File: config.mk
export PLATFORM = sky130hd
export DESIGN_NAME = prefix_adder_pipe
export DESIGN_NICKNAME = d
export VERILOG_FILES = /design/src/rtl/prefix_adder_pipe.sv
export SDC_FILE = /design/constraint.sdc
export NUM_CORES = 1
export LEC_CHECK = 0
export CAP_MARGIN = 15
export CORE_MARGIN = 8
export CORE_UTILIZATION = 55
export DETAILED_ROUTE_END_ITERATION = 8
export HOLD_SLACK_MARGIN = 0.15
export PLACE_DENSITY_LB_ADDON = 0.25
export SYNTH_ARGS = -nofsm -noshare
export SYNTH_HDL_FRONTEND = slang
export SYNTH_SLANG_ARGS = --single-unit
File: constraint.sdc
create_clock -name clk -period 8.8 [get_ports clk]
set_input_delay 1.32 -clock clk [delete_from_list [all_inputs] [get_ports clk]]
set_output_delay 1.32 -clock clk [all_outputs]
set_load 0.05 [all_outputs]
File: src/rtl/prefix_adder_pipe.sv
`default_nettype none
// ============================================================================
// Module      : prefix_adder_pipe
// Description : Pipelined Kogge-Stone adder/subtractor with valid/ready
//               stream handshake, carry-out and signed overflow. There is one
//               input register, one register per prefix level, and one output
//               register, which gives a latency of LEVELS+2 cycles.
//               Optional macro PREFIX_ADDER_SAT_EN adds a 'sat' input. When
//               'sat' is set, a result that overflows is clamped to the signed
//               extreme.
// Revision    : 1.0 - initial parametrised pipelined release
// ============================================================================
module prefix_adder_pipe #(
  parameter int WIDTH = 16
) (
  input  logic             clk,
  input  logic             rst,
  input  logic             in_valid,
  output logic             in_ready,
  input  logic [WIDTH-1:0] a,
  input  logic [WIDTH-1:0] b,
  input  logic             cin,
  input  logic             sub,
`ifdef PREFIX_ADDER_SAT_EN
  input  logic             sat,
`endif
  output logic             out_valid,
  input  logic             out_ready,
  output logic [WIDTH-1:0] sum,
  output logic             cout,
  output logic             ovf
);

  localparam int LEVELS = $clog2(WIDTH);
  localparam int LAT    = LEVELS + 2;

  // Stage valid bits. Bit 0 is the input register, bits 1..LEVELS are the
  // prefix levels, and bit LAT-1 is the output register.
  logic [LAT-1:0]               vld_q;

  // Group generate/propagate terms. Index k holds the value after level k.
  logic [LEVELS:0][WIDTH-1:0]   g_q, p_q;
  logic [LEVELS:0][WIDTH-1:0]   g_d, p_d;

  // The raw bit propagate (needed for the sum) and the carry-in travel
  // alongside the prefix terms.
  logic [LEVELS:0][WIDTH-1:0]   pz_q;
  logic [LEVELS:0]              c0_q;

  logic [WIDTH-1:0]             b_inv;
  logic                         c0_d;
  logic                         adv;

  logic [WIDTH:0]               carry;
  logic [WIDTH-1:0]             sum_d;
  logic                         cout_d, ovf_d;
  logic [WIDTH-1:0]             sum_q;
  logic                         cout_q, ovf_q;

`ifdef PREFIX_ADDER_SAT_EN
  logic [LEVELS:0]              sat_q, an_q, bn_q;
`endif

  // The pipeline uses a global stall: every stage moves together, or every
  // stage holds.
  assign adv       = ~vld_q[LAT-1] | out_ready;
  assign in_ready  = adv;
  assign out_valid = vld_q[LAT-1];
  assign sum       = sum_q;
  assign cout      = cout_q;
  assign ovf       = ovf_q;

  // Operand conditioning. Subtraction is A + ~B + 1, so cin is ignored when sub=1.
  always_comb begin
    b_inv  = sub ? ~b : b;
    c0_d   = sub | cin;
    g_d[0] = a & b_inv;
    p_d[0] = a ^ b_inv;
  end

  // Kogge-Stone levels. At level k, bit i merges with bit i-2^(k-1).
  for (genvar k = 1; k <= LEVELS; k++) begin : g_lvl
    localparam int D = 1 << (k - 1);
    for (genvar i = 0; i < WIDTH; i++) begin : g_bit
      if (i >= D) begin : g_cmb
        assign g_d[k][i] = g_q[k-1][i] | (p_q[k-1][i] & g_q[k-1][i-D]);
        assign p_d[k][i] = p_q[k-1][i] & p_q[k-1][i-D];
      end else begin : g_pass
        assign g_d[k][i] = g_q[k-1][i];
        assign p_d[k][i] = p_q[k-1][i];
      end
    end
  end

  // Input register and prefix-level registers. All of them advance together.
  always_ff @(posedge clk or posedge rst) begin
    if (rst) begin
      vld_q <= '0;
      g_q   <= '0;
      p_q   <= '0;
      pz_q  <= '0;
      c0_q  <= '0;
`ifdef PREFIX_ADDER_SAT_EN
      sat_q <= '0;
      an_q  <= '0;
      bn_q  <= '0;
`endif
    end else if (adv) begin
      vld_q <= {vld_q[LAT-2:0], in_valid};
      g_q   <= g_d;
      p_q   <= p_d;
      pz_q  <= {pz_q[LEVELS-1:0], p_d[0]};
      c0_q  <= {c0_q[LEVELS-1:0], c0_d};
`ifdef PREFIX_ADDER_SAT_EN
      sat_q <= {sat_q[LEVELS-1:0], sat};
      an_q  <= {an_q[LEVELS-1:0], a[WIDTH-1]};
      bn_q  <= {bn_q[LEVELS-1:0], b_inv[WIDTH-1]};
`endif
    end
  end

  // Final stage. The carry-in acts as a generate just below bit 0, so
  // carry[i+1] = G[i:0] | (P[i:0] & c0).
  always_comb begin
    carry[0] = c0_q[LEVELS];
    for (int i = 0; i < WIDTH; i++) begin
      carry[i+1] = g_q[LEVELS][i] | (p_q[LEVELS][i] & c0_q[LEVELS]);
    end
    sum_d  = pz_q[LEVELS] ^ carry[WIDTH-1:0];
    cout_d = carry[WIDTH];
    ovf_d  = carry[WIDTH] ^ carry[WIDTH-1];
`ifdef PREFIX_ADDER_SAT_EN
    // When the result overflows, both operand signs are equal and give the true sign.
    if (sat_q[LEVELS] && ovf_d) begin
      sum_d = (~an_q[LEVELS] & ~bn_q[LEVELS]) ? {1'b0, {(WIDTH-1){1'b1}}}
                                              : {1'b1, {(WIDTH-1){1'b0}}};
    end
`endif
  end

  // Output register. It holds its value while the downstream stage stalls.
  always_ff @(posedge clk or posedge rst) begin
    if (rst) begin
      sum_q  <= '0;
      cout_q <= 1'b0;
      ovf_q  <= 1'b0;
    end else if (adv) begin
      sum_q  <= sum_d;
      cout_q <= cout_d;
      ovf_q  <= ovf_d;
    end
  end

endmodule
`default_nettype wire

Word level (Yosys, flattened, before mapping)
Index checks and enable logic that the tools add are counted.
{"block": "totals", "latch_bits": 0, "output_inout_bits": 20, "rom_bits": 0, "word_cells": 207, "mem_count": 0, "inputBits": 38, "ramBits": 0, "regBits": 253}
{"block": "op_classes", "bitwise_logic": 187, "multipliers": 0, "order_cmp": 0, "reduce_logical": 0, "n_div": 0, "n_mux": 1, "shift": 0, "eq_ne": 0, "n_addsub": 0}
{"op": "$and 1x1->1", "count": 114}
{"op": "$or 1x1->1", "count": 67}
{"op": "$xor 16x16->16", "count": 2}
{"op": "$and 16x16->16", "count": 1}
{"op": "$mux 16", "count": 1}
{"op": "$not 16->16", "count": 1}
{"op": "$not 1->1", "count": 1}
{"op": "$xor 1x1->1", "count": 1}

Logic depth before layout (Yosys ltp)
Gate-level depths: netlist of run 1.
{"block": "logic_depth", "depth_word": 3, "ltp_mapped": 7, "ltp_nobuf": 4}

Worst setup path before layout of run 1
OpenSTA, ideal clock, no wires.
{"block": "synth_path", "path_type": "input to output", "from": "in out_ready", "to": "out in_ready", "required_ps": 7480, "path_slack_ps": 5507, "n_path_buf": 3, "cell_stages": 5, "arrival_ps": 1973, "cell_sequence": "nor2b_4 > buf_6 > inv_2 > buf_4 > buf_2"}
{"block": "synth_via", "elab_chain_len": 1}
{"element": "start: declaration", "line_no": "28", "source": "input logic out_ready,"}
{"element": "$or 1x1->1", "line_no": "66", "source": "assign adv = ~vld_q[LAT-1] | out_ready;"}
{"element": "end: declaration", "line_no": "19", "source": "output logic in_ready,"}
Every way passes these cells.

Worst setup path after layout of run 1
Ends and elaborated chain as after synthesis.

==> metrics.txt, run 1 <==
run status=finished, final reports clean; DRC violations left=0; number of distinct library cells after synthesis=18; ratio of cells with drive above 1 in the final layout=between 3 and 4%; slew margin rel.=29.8%; Post-Synthesis Cells=1,105; DIE AREA=roughly 0.023 mm²; post-DR wirelength/cell=14.2 µm; startpoint types=input pin; Worst Tran Pin Value=1050 ps; switch share=36.2%; sequential element share of the synthesized area=about three fifths; type of the worst setup path=input pin to output pin; hold buffer count at CTS=0; first-pass GRT wire length=34,000 µm; portion of total power attributed to combinational logic=25.9%; post-CTS sizing=0; Max Clock Freq=around 190 MHz; synthesized net count=about 1,200; Req. time, crit path=7480 ps; remaining global-route overflow=0; Non-Filler Instances=~1,400; design internal power=around 2.5 mW; most used cells in the layout excluding fill and tap cells=sky130_fd_sc_hd__nand2_1 (562), sky130_fd_sc_hd__dfrtp_1 (249), sky130_fd_sc_hd__o21ai_0 (67); H-tree Lvls=1; CP Max Fanout=90; Arr. time, crit path=3940 ps; cts bufs inserted=25; crit end category=output pin; power share of the clock group=between 20% and 30%; Boundary Pins=58; final routed wirelength across all metal layers=19,600 µm; Psw=1.43 mW; clock latency on the worst-skew pair=500 ps; IR drop worst, VDD=0.327 mV; area delta synth->final=12.9%; max-slew violation total from the final report=0; residual antenna-violating net count after detailed routing=0; final critical path time including I/O delays and setup=5260 ps; final total negative setup slack=0 ps; post-synthesis register bit count=around 250; number of detailed-route iterations in the first pass=5; number of antenna violations at the first check in global routing=0; Post-CTS Setup Inserts=0; die height=152 µm; antenna diode count=0; pwr/cell area=between 300 and 400 mW/mm²; sum of net half-perimeters after detailed placement=~12,000 µm; number of setup violations in the final report=0; PortBufs=57; clock buffer depth=3; Syn. warnings=0; sinks on the clock net=approximately 250; starting density of the core=56.3%; sequential share of power=48.9%; Iter 0 DRT Violations=between 500 and 600; fin crit share=59.7%; leakage power summed over all cells=5.86 nW; total routing usage reported by global routing=approximately 17%; clock tree from TritonCTS=done; Post-Place Cells=1,337; synthesized area=0.0102 mm²; number of core rows=49; number of nets in the finished design=between 1,000 and 1,500; Core Util, Final=63.6%; Avg Inst Size Synth=9.19 µm²; Final Hold Violating Endpoints=0; RSZ-0062 raised after global routing=false; root cell of the clock tree=sky130_fd_sc_hd__clkbuf_16; number of fill cells=1,533; Post-Route Skew=5.35 ps; final weighted congestion in routability-driven placement=roughly 0.74; largest net degree at the start of global routing=246; via count of the first global-routing pass=6,668; number of vias in the routed layout=7,006; core box area=0.0180 mm²; most common cell after layout, fill and taps aside=sky130_fd_sc_hd__nand2_1; class of the worst hold path=flip-flop to flip-flop; clock transition at the registers of the reported paths=60 ps; chip width=between 150 and 200 µm; maxcap violations=0; DR vias/cell=a little over 5
## per-stage QoR
step | area (µm²) | total power, mW | hold WS [ps] | setup WS (ps)
3_3_place_gp | 10700 | 2.94 | 442 | 3490
6_report | 11500 | 3.94 | 463 | 3540
5_1_grt | 11500 | 4.22 | 479 | 3380
4_1_cts | 11500 | 3.98 | 464 | 3520
3_5_place_dp | 10700 | 2.99 | 452 | 3510
2_1_floorplan | 10200 | 2.66 | 430 | 637
## metal layers
layer  up-vias  GRT usage, %  share of wire [%]
li1       3565             -                  -
met1      3287          25.7                 49
met2       124          25.5                 45
met3        30          2.77                4.4
met4         0          4.10                1.7
met5         -             0                  0
## synthesized netlist by cell type (all sizes together)
| library cell | number | area, µm² |
|---|---|---|
| nand2 | 562 | 2110 |
| dfrtp | 249 | 6230 |
| o21ai | 67 | 335 |
| a21oi | 64 | 320 |
| buf | 53 | 357 |
| nand3 | 49 | 245 |
| xor2 | 31 | 272 |
| ha | 17 | 213 |
| clkbuf | 6 | 22.5 |
| inv | 2 | 7.50 |
| nand2b | 1 | 6.26 |
| nor2 | 1 | 3.75 |
| nor2b | 1 | 13.8 |
| o21a | 1 | 7.51 |
| o32ai | 1 | 8.76 |
## cells by family after synthesis
| logic type | synth area share, % |
|---|---|
| AND/OR/NAND/NOR | 23.4 |
| flip-flops | 61.4 |
| AO/OA/AOI/OAI | 6.62 |
| buffers and inverters | 3.81 |
| XOR/XNOR | 2.67 |
| adder cells (fa/ha/maj) | 2.10 |
## critical path, cell delays in order
cell,delay (ps)
sky130_fd_sc_hd__clkdlybuf4s50_1,540
sky130_fd_sc_hd__nor2b_4,50
sky130_fd_sc_hd__buf_4,320
sky130_fd_sc_hd__inv_4,720
sky130_fd_sc_hd__clkdlybuf4s50_1,960
## cell type report
cell class              instances  area (µm²)  area share (%)
flip-flops and latches        249        6230            54.4
multi-input cells             795        3530            30.8
clock buffers                  37         741            6.46
repair buffers                 62         621            5.41
well taps                     229         287            2.50
clock inverters                 6        30.0           0.262
inverters                       2        17.5           0.153
## final timing paths
path                       slack [ps]  depth (start not counted)            startpoint                    to
max                              3540                          5             out_ready              in_ready
min                               460                          2  vld_q[4]$_DFFE_PP0P_  vld_q[4]$_DFFE_PP0P_
max reg2reg                      5900                          6  vld_q[5]$_DFFE_PP0P_   p_q[45]$_DFFE_PP0P_
min reg2reg                       460                          2  vld_q[4]$_DFFE_PP0P_  vld_q[4]$_DFFE_PP0P_
max in group asynchronous        6040                          3                   rst  pz_q[62]$_DFFE_PP0P_
min in group asynchronous        1330                          2                   rst   p_d[50]$_DFFE_PP0P_
## state kept, by name (all words and copies together) (netlist names)
| register | flops |
|---|---|
| cout | 1 |
| sum | 16 |
| g_q | 65 |
| vld_q | 6 |
| pz_q | 76 |
| p_d | 14 |
| c0_q | 5 |
| p_q | 50 |
| g_d | 15 |
| ovf | 1 |
## power by group through the flow
stage | logic [mW] | registers [mW] | clock network, mW
5_1_grt | 1.17 | 1.99 | 1.06
2_1_floorplan | 0.697 | 1.97 | 0
4_1_cts | 1.04 | 1.93 | 1.01
6_report | 1.02 | 1.93 | 0.992
3_3_place_gp | 1.01 | 1.93 | 0
3_5_place_dp | 1.04 | 1.95 | 0
(Power assumes the default switching activity.)
==> run 2: changes to the inputs <==
--- a/config.mk
+++ b/config.mk
@@ -7,7 +7,7 @@
 export LEC_CHECK = 0
 export CAP_MARGIN = 15
 export CORE_MARGIN = 8
-export CORE_UTILIZATION = 55
+export CORE_UTILIZATION = 54
 export DETAILED_ROUTE_END_ITERATION = 8
 export HOLD_SLACK_MARGIN = 0.15
 export PLACE_DENSITY_LB_ADDON = 0.25
==> constraint.sdc (replaced) <==
create_clock -name clk -period 4.4 [get_ports clk]
set_input_delay 0.66 -clock clk [delete_from_list [all_inputs] [get_ports clk]]
set_output_delay 0.66 -clock clk [all_outputs]
set_load 0.05 [all_outputs]
==> run 2 against run 1 <==
- largest power group unchanged
- critical path type unchanged
- register-to-register slack lost 3800 ps
- clock-buffer cell count is the same
- total power grew 100%
- combinational power grew 100%
- largest cell class unchanged
- clock skew grew 2.9 ps
- via count grew 0.23%
- sequential power grew 99%
- highest routed layer unchanged
==> metrics.txt, run 2 (same netlist as run 1, synthesis figures left out) <==
flip-flop count of the largest register, all copies and words added=76; startpoint types=input pin; DR vias/cell=5.08; ratio of cells with drive above 1 in the final layout=3.83%; Arr. time, crit path=2180 ps; number of nets in the finished design=1,192; clock latency on the worst-skew pair=~510 ps; leakage power summed over all cells=about 5.9 nW; root cell of the clock tree=sky130_fd_sc_hd__clkbuf_16; Worst Tran Pin Value=1060 ps; Min-Delay Path Depth=2; first-pass GRT wire length=34,000 µm; post-DR wirelength/cell=~14 µm; maxcap violations=0; Post-Route Skew=between 8 and 9 ps; Boundary Pins=58; Non-Filler Cell Area, Final=0.0115 mm²; crit end category=output pin; die height=153 µm; H-tree Lvls=1; core box area=about 0.019 mm²; number of antenna violations at the first check in global routing=0; max-slew violation total from the final report=0; final critical path time including I/O delays and setup=2840 ps; class of the worst hold path=flip-flop to flip-flop; Req. time, crit path=3740 ps; final total negative setup slack=0 ps; type of the worst setup path=input pin to output pin; IR drop worst, VDD=0.356 mV; post-CTS sizing=0; largest net degree at the start of global routing=between 200 and 250; antenna diode count=0; via count of the first global-routing pass=6,728; depth of the worst register-to-register path=4; number of vias in the routed layout=7,022; launch point of the worst reg-to-reg path=vld_q[5]$_DFFE_PP0P_; Regs by FF count=pz_q (76), g_q (65), p_q (50); cell area reported after detailed placement=0.0107 mm²; most common cell after layout, fill and taps aside=sky130_fd_sc_hd__nand2_1; number of fill cells=1,578; final routed wirelength across all metal layers=19,800 µm; Post-CTS Setup Inserts=0; Final Hold Violating Endpoints=0; sinks on the clock net=249; number of core rows=50; number of setup violations in the final report=0; critical register-to-register path endpoint=g_q[36]$_DFFE_PP0P_; end point of the critical path=in_ready; Top reg by flops=pz_q; clock tree from TritonCTS=done; Non-Filler Instances=around 1,400; Max Clock Freq=352 MHz; area delta synth->final=13.4%; clock buffer depth=3; cts bufs inserted=25; DRC violations left=0; starting density of the core=54.6%; remaining global-route overflow=0; PortBufs=57; CP Max Fanout=3; slew margin rel.=between 20% and 30%; Critical path origin=out_ready; pwr/cell area=688 mW/mm²; most used cells in the layout excluding fill and tap cells=sky130_fd_sc_hd__nand2_1 (562), sky130_fd_sc_hd__dfrtp_1 (249), sky130_fd_sc_hd__o21ai_0 (67); Iter 0 DRT Violations=roughly 650; number of detailed-route iterations in the first pass=5; run status=finished, final reports clean; final weighted congestion in routability-driven placement=0.752; worst min-delay path startpoint=vld_q[4]$_DFFE_PP0P_; DIE AREA=0.0234 mm²; clock transition at the registers of the reported paths=60 ps; RSZ-0062 raised after global routing=false; total routing usage reported by global routing=17.3%; chip width=153 µm; hold buffer count at CTS=0; sum of net half-perimeters after detailed placement=12,400 µm; reg-to-reg slack, setup=2060 ps; Post-Place Cells=about 1,300; fin crit share=64.5%; residual antenna-violating net count after detailed routing=0
==> run 2: cell count changes in the layout (fill, tap and decap cells not counted), sizes merged <==
cell      delta
clkinvlp     +1
inv          -1
buf          +2
clkinv       -5
bufinv       +1
==> run 2: metal layers <==
layer / vias up / GRT usage, % / routed length (µm)
li1: 3567 / - / -
met1: 3271 / 25.2 / 9480
met2: 153 / 25.9 / 8880
met3: 31 / 2.93 / 958
met4: 0 / 5.42 / 456
met5: - / 0 / 0
==> run 2: how the worst min path moves through the flow <==
stage	end	slack [ps]
6_report	vld_q[4]$_DFFE_PP0P_	460
5_1_grt	p_q[77]$_DFFE_PP0P_	480
4_1_cts	vld_q[4]$_DFFE_PP0P_	460
3_5_place_dp	vld_q[4]$_DFFE_PP0P_	450
3_3_place_gp	vld_q[4]$_DFFE_PP0P_	450
2_1_floorplan	vld_q[4]$_DFFE_PP0P_	430
==> run 2: stage by stage <==
step / setup slack (ps) / total power [mW] / hold slack [ps] / utilization [%]
after floorplan: 466 / 5.33 / 430 / -
after global placement: 1390 / 5.90 / 449 / 57.7
after detailed placement: 1340 / 5.98 / 448 / 57.7
after CTS: 1530 / 8.01 / 461 / 61.8
after global routing: 1550 / 8.49 / 483 / 62.0
final: 1560 / 7.93 / 458 / 62.0
==> run 2: area by class of cell <==
cell class	instances	area (µm²)	share of cell area, %
Clock buffer	37	741	6.43
Clock inverter	2	35.0	0.304
Inverter	2	13.8	0.120
Multi-Input combinational cell	795	3530	30.7
Sequential cell	249	6230	54.1
Tap cell	234	293	2.54
Timing Repair Buffer	64	668	5.80
==> run 2: report_power, final <==
part           total (mW)  internal (mW)  switching (mW)
combinational        2.07          0.720            1.35
clock                2.01           1.20           0.807
sequential           3.85           3.16           0.685
total                7.93           5.09            2.84
==> run 2: worst max-delay path: stages <==
cell and delay, ps:
sky130_fd_sc_hd__clkdlybuf4s50_1 500, sky130_fd_sc_hd__nor2b_4 60, sky130_fd_sc_hd__inv_4 50, sky130_fd_sc_hd__clkdlybuf4s50_1 900
